`src/rtl/fetch_unit.sv`:
```
// Instruction fetch stage: issues word requests under a credit limit, buffers
// returned words with their PCs in a small FIFO, and flushes on core redirects.
module fetch_unit #(
    parameter logic [31:0] RESET_PC = 32'h0000_0000,
    parameter int          DEPTH    = 2
) (
    input  logic        clk,
    input  logic        reset,
    output logic        imem_req_valid,
    input  logic        imem_req_ready,
    output logic [31:0] imem_req_addr,
    input  logic        imem_rsp_valid,
    input  logic [31:0] imem_rsp_data,
    input  logic        redirect_valid,
    input  logic [31:0] redirect_pc,
    output logic        out_valid,
    input  logic        out_ready,
    output logic [31:0] out_pc,
    output logic [31:0] out_instruction,
    output logic        fetch_err
);
    localparam int             AW      = $clog2(DEPTH);
    localparam int             CW      = AW + 1;
    localparam logic [CW:0]    DEPTH_C = (CW + 1)'(DEPTH);
    localparam logic [31:0]    NOP     = 32'h0000_0013;
    localparam logic [0:0]     ST_BOOT = 1'b0;
    localparam logic [0:0]     ST_RUN  = 1'b1;

    logic [0:0]    state_q, state_d;
    logic [31:0]   fetch_pc_q, fetch_pc_d;
    logic [31:0]   rsp_pc_q, rsp_pc_d;
    logic [CW-1:0] outstanding_q, outstanding_d;
    logic [CW-1:0] drop_cnt_q, drop_cnt_d;
    logic [CW-1:0] count_q, count_d;
    logic [AW-1:0] head_q, head_d;
    logic [AW-1:0] tail_q, tail_d;
    logic          fetch_err_q, fetch_err_d;
    logic [31:0]   fifo_pc_q [DEPTH];
    logic [31:0]   fifo_pc_d [DEPTH];
    logic [31:0]   fifo_data_q [DEPTH];
    logic [31:0]   fifo_data_d [DEPTH];

    logic [CW:0] in_use;
    logic        req_fire;
    logic        rsp_ok;
    logic        push;
    logic        pop;

    always_comb begin
        in_use         = {1'b0, outstanding_q} + {1'b0, count_q};
        imem_req_valid = !reset && (state_q == ST_RUN) && (in_use < DEPTH_C) && !redirect_valid;
        imem_req_addr  = fetch_pc_q;
        req_fire       = imem_req_valid && imem_req_ready;
        rsp_ok         = imem_rsp_valid && (outstanding_q != '0);
        pop            = (count_q != '0) && out_ready;
        push           = rsp_ok && (drop_cnt_q == '0) && !redirect_valid;

        state_d       = ST_RUN;
        fetch_pc_d    = fetch_pc_q;
        rsp_pc_d      = rsp_pc_q;
        drop_cnt_d    = drop_cnt_q;
        count_d       = count_q;
        head_d        = head_q;
        tail_d        = tail_q;
        fifo_pc_d     = fifo_pc_q;
        fifo_data_d   = fifo_data_q;
        outstanding_d = outstanding_q + CW'(req_fire) - CW'(rsp_ok);
        fetch_err_d   = fetch_err_q || (imem_rsp_valid && (outstanding_q == '0));

        if (redirect_valid) begin
            // Everything still in flight belongs to the old stream and must be discarded.
            fetch_pc_d = {redirect_pc[31:2], 2'b00};
            rsp_pc_d   = {redirect_pc[31:2], 2'b00};
            drop_cnt_d = outstanding_q - CW'(rsp_ok);
            count_d    = '0;
            head_d     = '0;
            tail_d     = '0;
        end else begin
            if (req_fire) begin
                fetch_pc_d = fetch_pc_q + 32'd4;
            end
            if (rsp_ok && (drop_cnt_q != '0)) begin
                drop_cnt_d = drop_cnt_q - 1'b1;
            end
            if (push) begin
                fifo_pc_d[tail_q]   = rsp_pc_q;
                fifo_data_d[tail_q] = imem_rsp_data;
                tail_d              = tail_q + 1'b1;
                rsp_pc_d            = rsp_pc_q + 32'd4;
            end
            if (pop) begin
                head_d = head_q + 1'b1;
            end
            count_d = count_q + CW'(push) - CW'(pop);
        end
    end

    always_comb begin
        out_valid       = (count_q != '0);
        out_pc          = out_valid ? fifo_pc_q[head_q] : 32'h0;
        out_instruction = out_valid ? fifo_data_q[head_q] : NOP;
        fetch_err       = fetch_err_q;
    end

    always_ff @(posedge clk) begin
        if (reset) begin
            state_q       <= ST_BOOT;
            fetch_pc_q    <= RESET_PC;
            rsp_pc_q      <= RESET_PC;
            outstanding_q <= '0;
            drop_cnt_q    <= '0;
            count_q       <= '0;
            head_q        <= '0;
            tail_q        <= '0;
            fetch_err_q   <= 1'b0;
        end else begin
            state_q       <= state_d;
            fetch_pc_q    <= fetch_pc_d;
            rsp_pc_q      <= rsp_pc_d;
            outstanding_q <= outstanding_d;
            drop_cnt_q    <= drop_cnt_d;
            count_q       <= count_d;
            head_q        <= head_d;
            tail_q        <= tail_d;
            fetch_err_q   <= fetch_err_d;
        end
    end

    // Storage needs no reset: reads are masked by count_q.
    always_ff @(posedge clk) begin
        fifo_pc_q   <= fifo_pc_d;
        fifo_data_q <= fifo_data_d;
    end

endmodule

```
`config.mk`:
```
export PLATFORM = sky130hd
export DESIGN_NAME = fetch_unit
export DESIGN_NICKNAME = d
export VERILOG_FILES = /design/src/rtl/fetch_unit.sv
export SDC_FILE = /design/constraint.sdc
export NUM_CORES = 1
export LEC_CHECK = 0
export BUFFER_PORTS_ARGS = -buffer_cell sky130_fd_sc_hd__buf_2
export CAP_MARGIN = 20
export CORE_MARGIN = 2
export CORE_UTILIZATION = 30
export CTS_BUF_LIST = sky130_fd_sc_hd__clkbuf_8
export DETAILED_ROUTE_END_ITERATION = 10
export PLACE_DENSITY = 0.57
export SLEW_MARGIN = 20
export SYNTH_ARGS = -nofsm -noshare
export SYNTH_HDL_FRONTEND = slang
export SYNTH_SLANG_ARGS = --single-unit
```
`constraint.sdc`:
```
create_clock -name clk -period 13.5 [get_ports clk]
set_clock_uncertainty 0.05 [all_clocks]
set_input_delay 1.35 -clock clk [delete_from_list [all_inputs] [get_ports clk]]
set_output_delay 1.35 -clock clk [all_outputs]
set_load 0.05 [all_outputs]
```
==> flow_summary.yaml <==
outcome:
  run_status: "completed"
synth:
  syn_area_mm2: 0.00854
  yosys.area_share.adder_pct: 1.41
  synth_compound_area_share_pct: 8.83
  yosys.area.top_type: "edfxtp_1"
  synth-simple-area-share_pct: 14.0
  synthMuxAreaShare_pct: 7.53
  avgSynthCellArea_um2: 11.6
  synth_cell_types: 50
  synthTopCellsByArea: "edfxtp_1 (44%), dfxtp_1 (16%), mux2i_1 (7.3%)"
  synth_edf_count: 124
  synth_top_area_share_pct: 43.6
  synth_xor_area_share_pct: 4.82
  syn_inst: 734
  synth_top_flop_cell: "edfxtp_1"
  ys_ff_latch: 194
  seq_area_frac_synth_pct: 60.0
  yosys_warnings: 0
  synthArstFlopShare_pct: 0
  synth_top_family_by_area: "simple AND/OR/NAND/NOR gates"
global_route:
  antenna_found_initial: 0
  gr-usage-all-layers_pct: 14.1
  grt_max_degree: 68
  grt_overflow: 0
  grt_pass1_wl_mm: 32.9
  first_global_vias: 5835
critical_path:
  cp-end-kind: "primary output"
  crit_end: "imem_req_valid"
  reg2reg_to: "imem_req_addr[22]$_SDFFE_PP0P_"
  crit_buf_inv: 3
  cp.depth: 5
  crit_path_max_fanout: 37
  startpoint: "reset"
  rr_startpoint: "outstanding_q[0]$_SDFF_PP0_"
  worstSetupPathType: "input port to primary output"
  start_kind: "input port"
  reg2reg_slack_ns: 10.20
  critPathArrivalTime_ns: 2.86
  cpMostUsedCell: "buf_2"
  cp.required_ns: 12.10
  crit_family: "simple AND/OR/NAND/NOR gates"
  cp_cell_sequence: "buf_2 > buf_4 > or2_1 > nor4b_1 > buf_2"
  critical-path-slowest-cell: "or2_1"
  r2r_cells: 7
  critical_path.max_stage_delay_ns: 0.40
power_and_ir_drop:
  powerDensity_mw_per_mm2: 126
  p_leak_nw: 3.54
  power_frac_seq_pct: 55.3
  clkPwrFrac_pct: 29.0
  peakVddDrop_v: 0.0000610
  pwr-share-comb_pct: 15.7
  p_sw_uw: 384
  finalPower_mw: 1.27
  swShare_pct: 30.3
  power.internal_uw: 884
route:
  wl_mm: 20.8
  avgViaCountPerCell: 4.75
  postRouteAntennaNets: 0
  drt_iter0_drc: 360
  vias: 6049
  wl_per_cell_um: 16.4
  drc: 0
  dr.pass1.iters: 5
final_layout:
  stdcell_count: 1273
  fin_area_mm2: 0.0101
  final_layout_size_suffix_gt1_share_pct: 23.6
  utilization_pct: 36.2
  diodes: 0
  syn_to_final_growth_pct: 18.2
  nets: 961
sta:
  worstMarginPinSlew_ns: 0.889
  final_max_slew_viol_count: 0
  period_needed_ns: 4.26
  grt_setup_unrepaired: "no"
  finalWorstSetupSlack_ns: 9.24
  post-route-period-util_pct: 31.6
  finalSetupTns_ns: 0
  setup_violations: 0
  finalHoldViolations: 0
  hold_slack_ns: 0.438
  fmax_mhz: 235
  relSlewSlack_pct: 40.7
die:
  coreArea_mm2: 0.0279
  die_h_um: 173
  rows: 61
  start_util_pct: 30.6
  dieArea_mm2: 0.0298
  die_w_um: 173
  num_io_pins: 169
clocking:
  post_cts.repair.setup_buffers: 0
  clk_latency_ns: 0.46
  numCtsBuffers: 17
  cts-root-buf: "clkbuf_8"
  clk_pin_slew_ns: 0.10
  cts.sinks: 194
  cts_tree: "built"
  ctsResizeCount: 0
  cts_hold_buf: 0
  clk_path_buf_depth: 2
  cts_max_level: 4
place:
  placed_cells: 1241
  pre_cts_ws_ns: 9.24
  gp_congestion: 0.782
  dpl-instance-area_mm2: 0.00972
  port_buffers: 162
  hpwl_mm: 14.2
min_path:
  hp-class: "flip-flop to flip-flop"
run:
  cap_violations: 0
[routing by layer]
metal,track usage (%),part of all wire (%),vias to the layer above
met3,3.32,6.0,16
met5,0,0,-
met2,20.4,43,196
met1,20.9,50,2858
li1,-,-,2979
met4,3.88,1.0,0
[sequential cells by signal, indices dropped and copies added, names as in the netlist]
register and flops:
fifo_data_q 64, fifo_pc_q 60, imem_req_addr 30, rsp_pc_q 30, count_q 2, drop_cnt_q 2, outstanding_q 2, fetch_err 1
head_q 1, state_q 1, tail_q 1
[power by group through the flow]
stage / sequential (mW) / combinational [mW] / clock (mW)
6_report: 0.701 / 0.200 / 0.367
5_1_grt: 0.706 / 0.217 / 0.407
4_1_cts: 0.701 / 0.203 / 0.385
3_5_place_dp: 0.715 / 0.202 / 0
3_3_place_gp: 0.714 / 0.199 / 0
2_1_floorplan: 0.729 / 0.127 / 0
[layout by cell type (no fill, tap or decap), drive strengths merged, types with 2 or more instances in the layout]
| cell | n |
|---|---|
| mux2i | 62 |
| a311oi | 3 |
| nor4 | 16 |
| o31a | 3 |
| buf | 170 |
| edfxtp | 124 |
| inv | 30 |
| clkbuf | 17 |
| nand4 | 15 |
| ha | 8 |
| or3 | 8 |
| nor3 | 11 |
| a21oi | 16 |
| and3 | 4 |
| mux2 | 2 |
| nand3 | 20 |
| nor2 | 88 |
| o21ai | 9 |
| nor2b | 2 |
| clkinv | 5 |
| o211ai | 4 |
| a21boi | 24 |
| o21a | 21 |
| or4 | 11 |
| a211oi | 8 |
| and2 | 5 |
| xnor2 | 37 |
| a31oi | 10 |
| and4 | 8 |
| xor2 | 10 |
| nand2 | 52 |
| dfxtp | 70 |
| conb | 4 |
| o311ai | 6 |
[worst min-delay path by stage]
| stage | from | end | slack [ns] | cells past startpoint |
|---|---|---|---|---|
| after floorplan | rsp_pc_q[31]$_SDFFE_PP0P_ | fifo_pc_q[31]$_DFFE_PP_ | 0.40 | 0 |
| after detailed placement | fetch_err$_SDFF_PP0_ | fetch_err$_SDFF_PP0_ | 0.41 | 2 |
| final | fetch_err$_SDFF_PP0_ | fetch_err$_SDFF_PP0_ | 0.44 | 2 |
| after global routing | fetch_err$_SDFF_PP0_ | fetch_err$_SDFF_PP0_ | 0.49 | 2 |
| after global placement | fetch_err$_SDFF_PP0_ | fetch_err$_SDFF_PP0_ | 0.40 | 2 |
| after CTS | fetch_err$_SDFF_PP0_ | fetch_err$_SDFF_PP0_ | 0.44 | 2 |
[cell type report]
cell class | count | area (um2)
clock buffer | 17 | 234
inverter | 22 | 82.6
tap | 378 | 473
timing repair buffer | 170 | 875
clock inverter | 15 | 148
fill | 2803 | 17800
multi-input combinational | 477 | 3160
sequential | 194 | 5130
[synthesized netlist by cell type, types with 9 or more instances]
master	instances
nor3_1	11
or4_1	10
nand3_1	20
edfxtp_1	124
clkbuf_1	30
nor4_1	16
a21boi_0	24
a31oi_1	10
xor2_1	10
dfxtp_1	70
a21oi_1	16
nand4_1	15
o21ai_0	9
xnor2_1	37
nor2_1	88
mux2i_1	62
nand2_1	52
inv_1	20
o21a_1	21
[tightest hold or removal path: cells and delay by family, from the launching register on]
| kind | cells | cell delay (ns) |
|---|---|---|
| AOI/OAI and AO/OA | 1 | 0.04 |
| DFF | 1 | 0.34 |
| and+or+nand+nor | 1 | 0.07 |
[kinds of logic after synthesis]
| group | after synthesis |
|---|---|
| compound gates | 108 |
| xor+xnor | 47 |
| fa+ha+maj | 9 |
| buf+inv | 66 |
| flops | 194 |
| mux | 64 |
| other cells | 1 |
| simple gates | 245 |
Note: power is estimated with default switching activity, not from simulation.
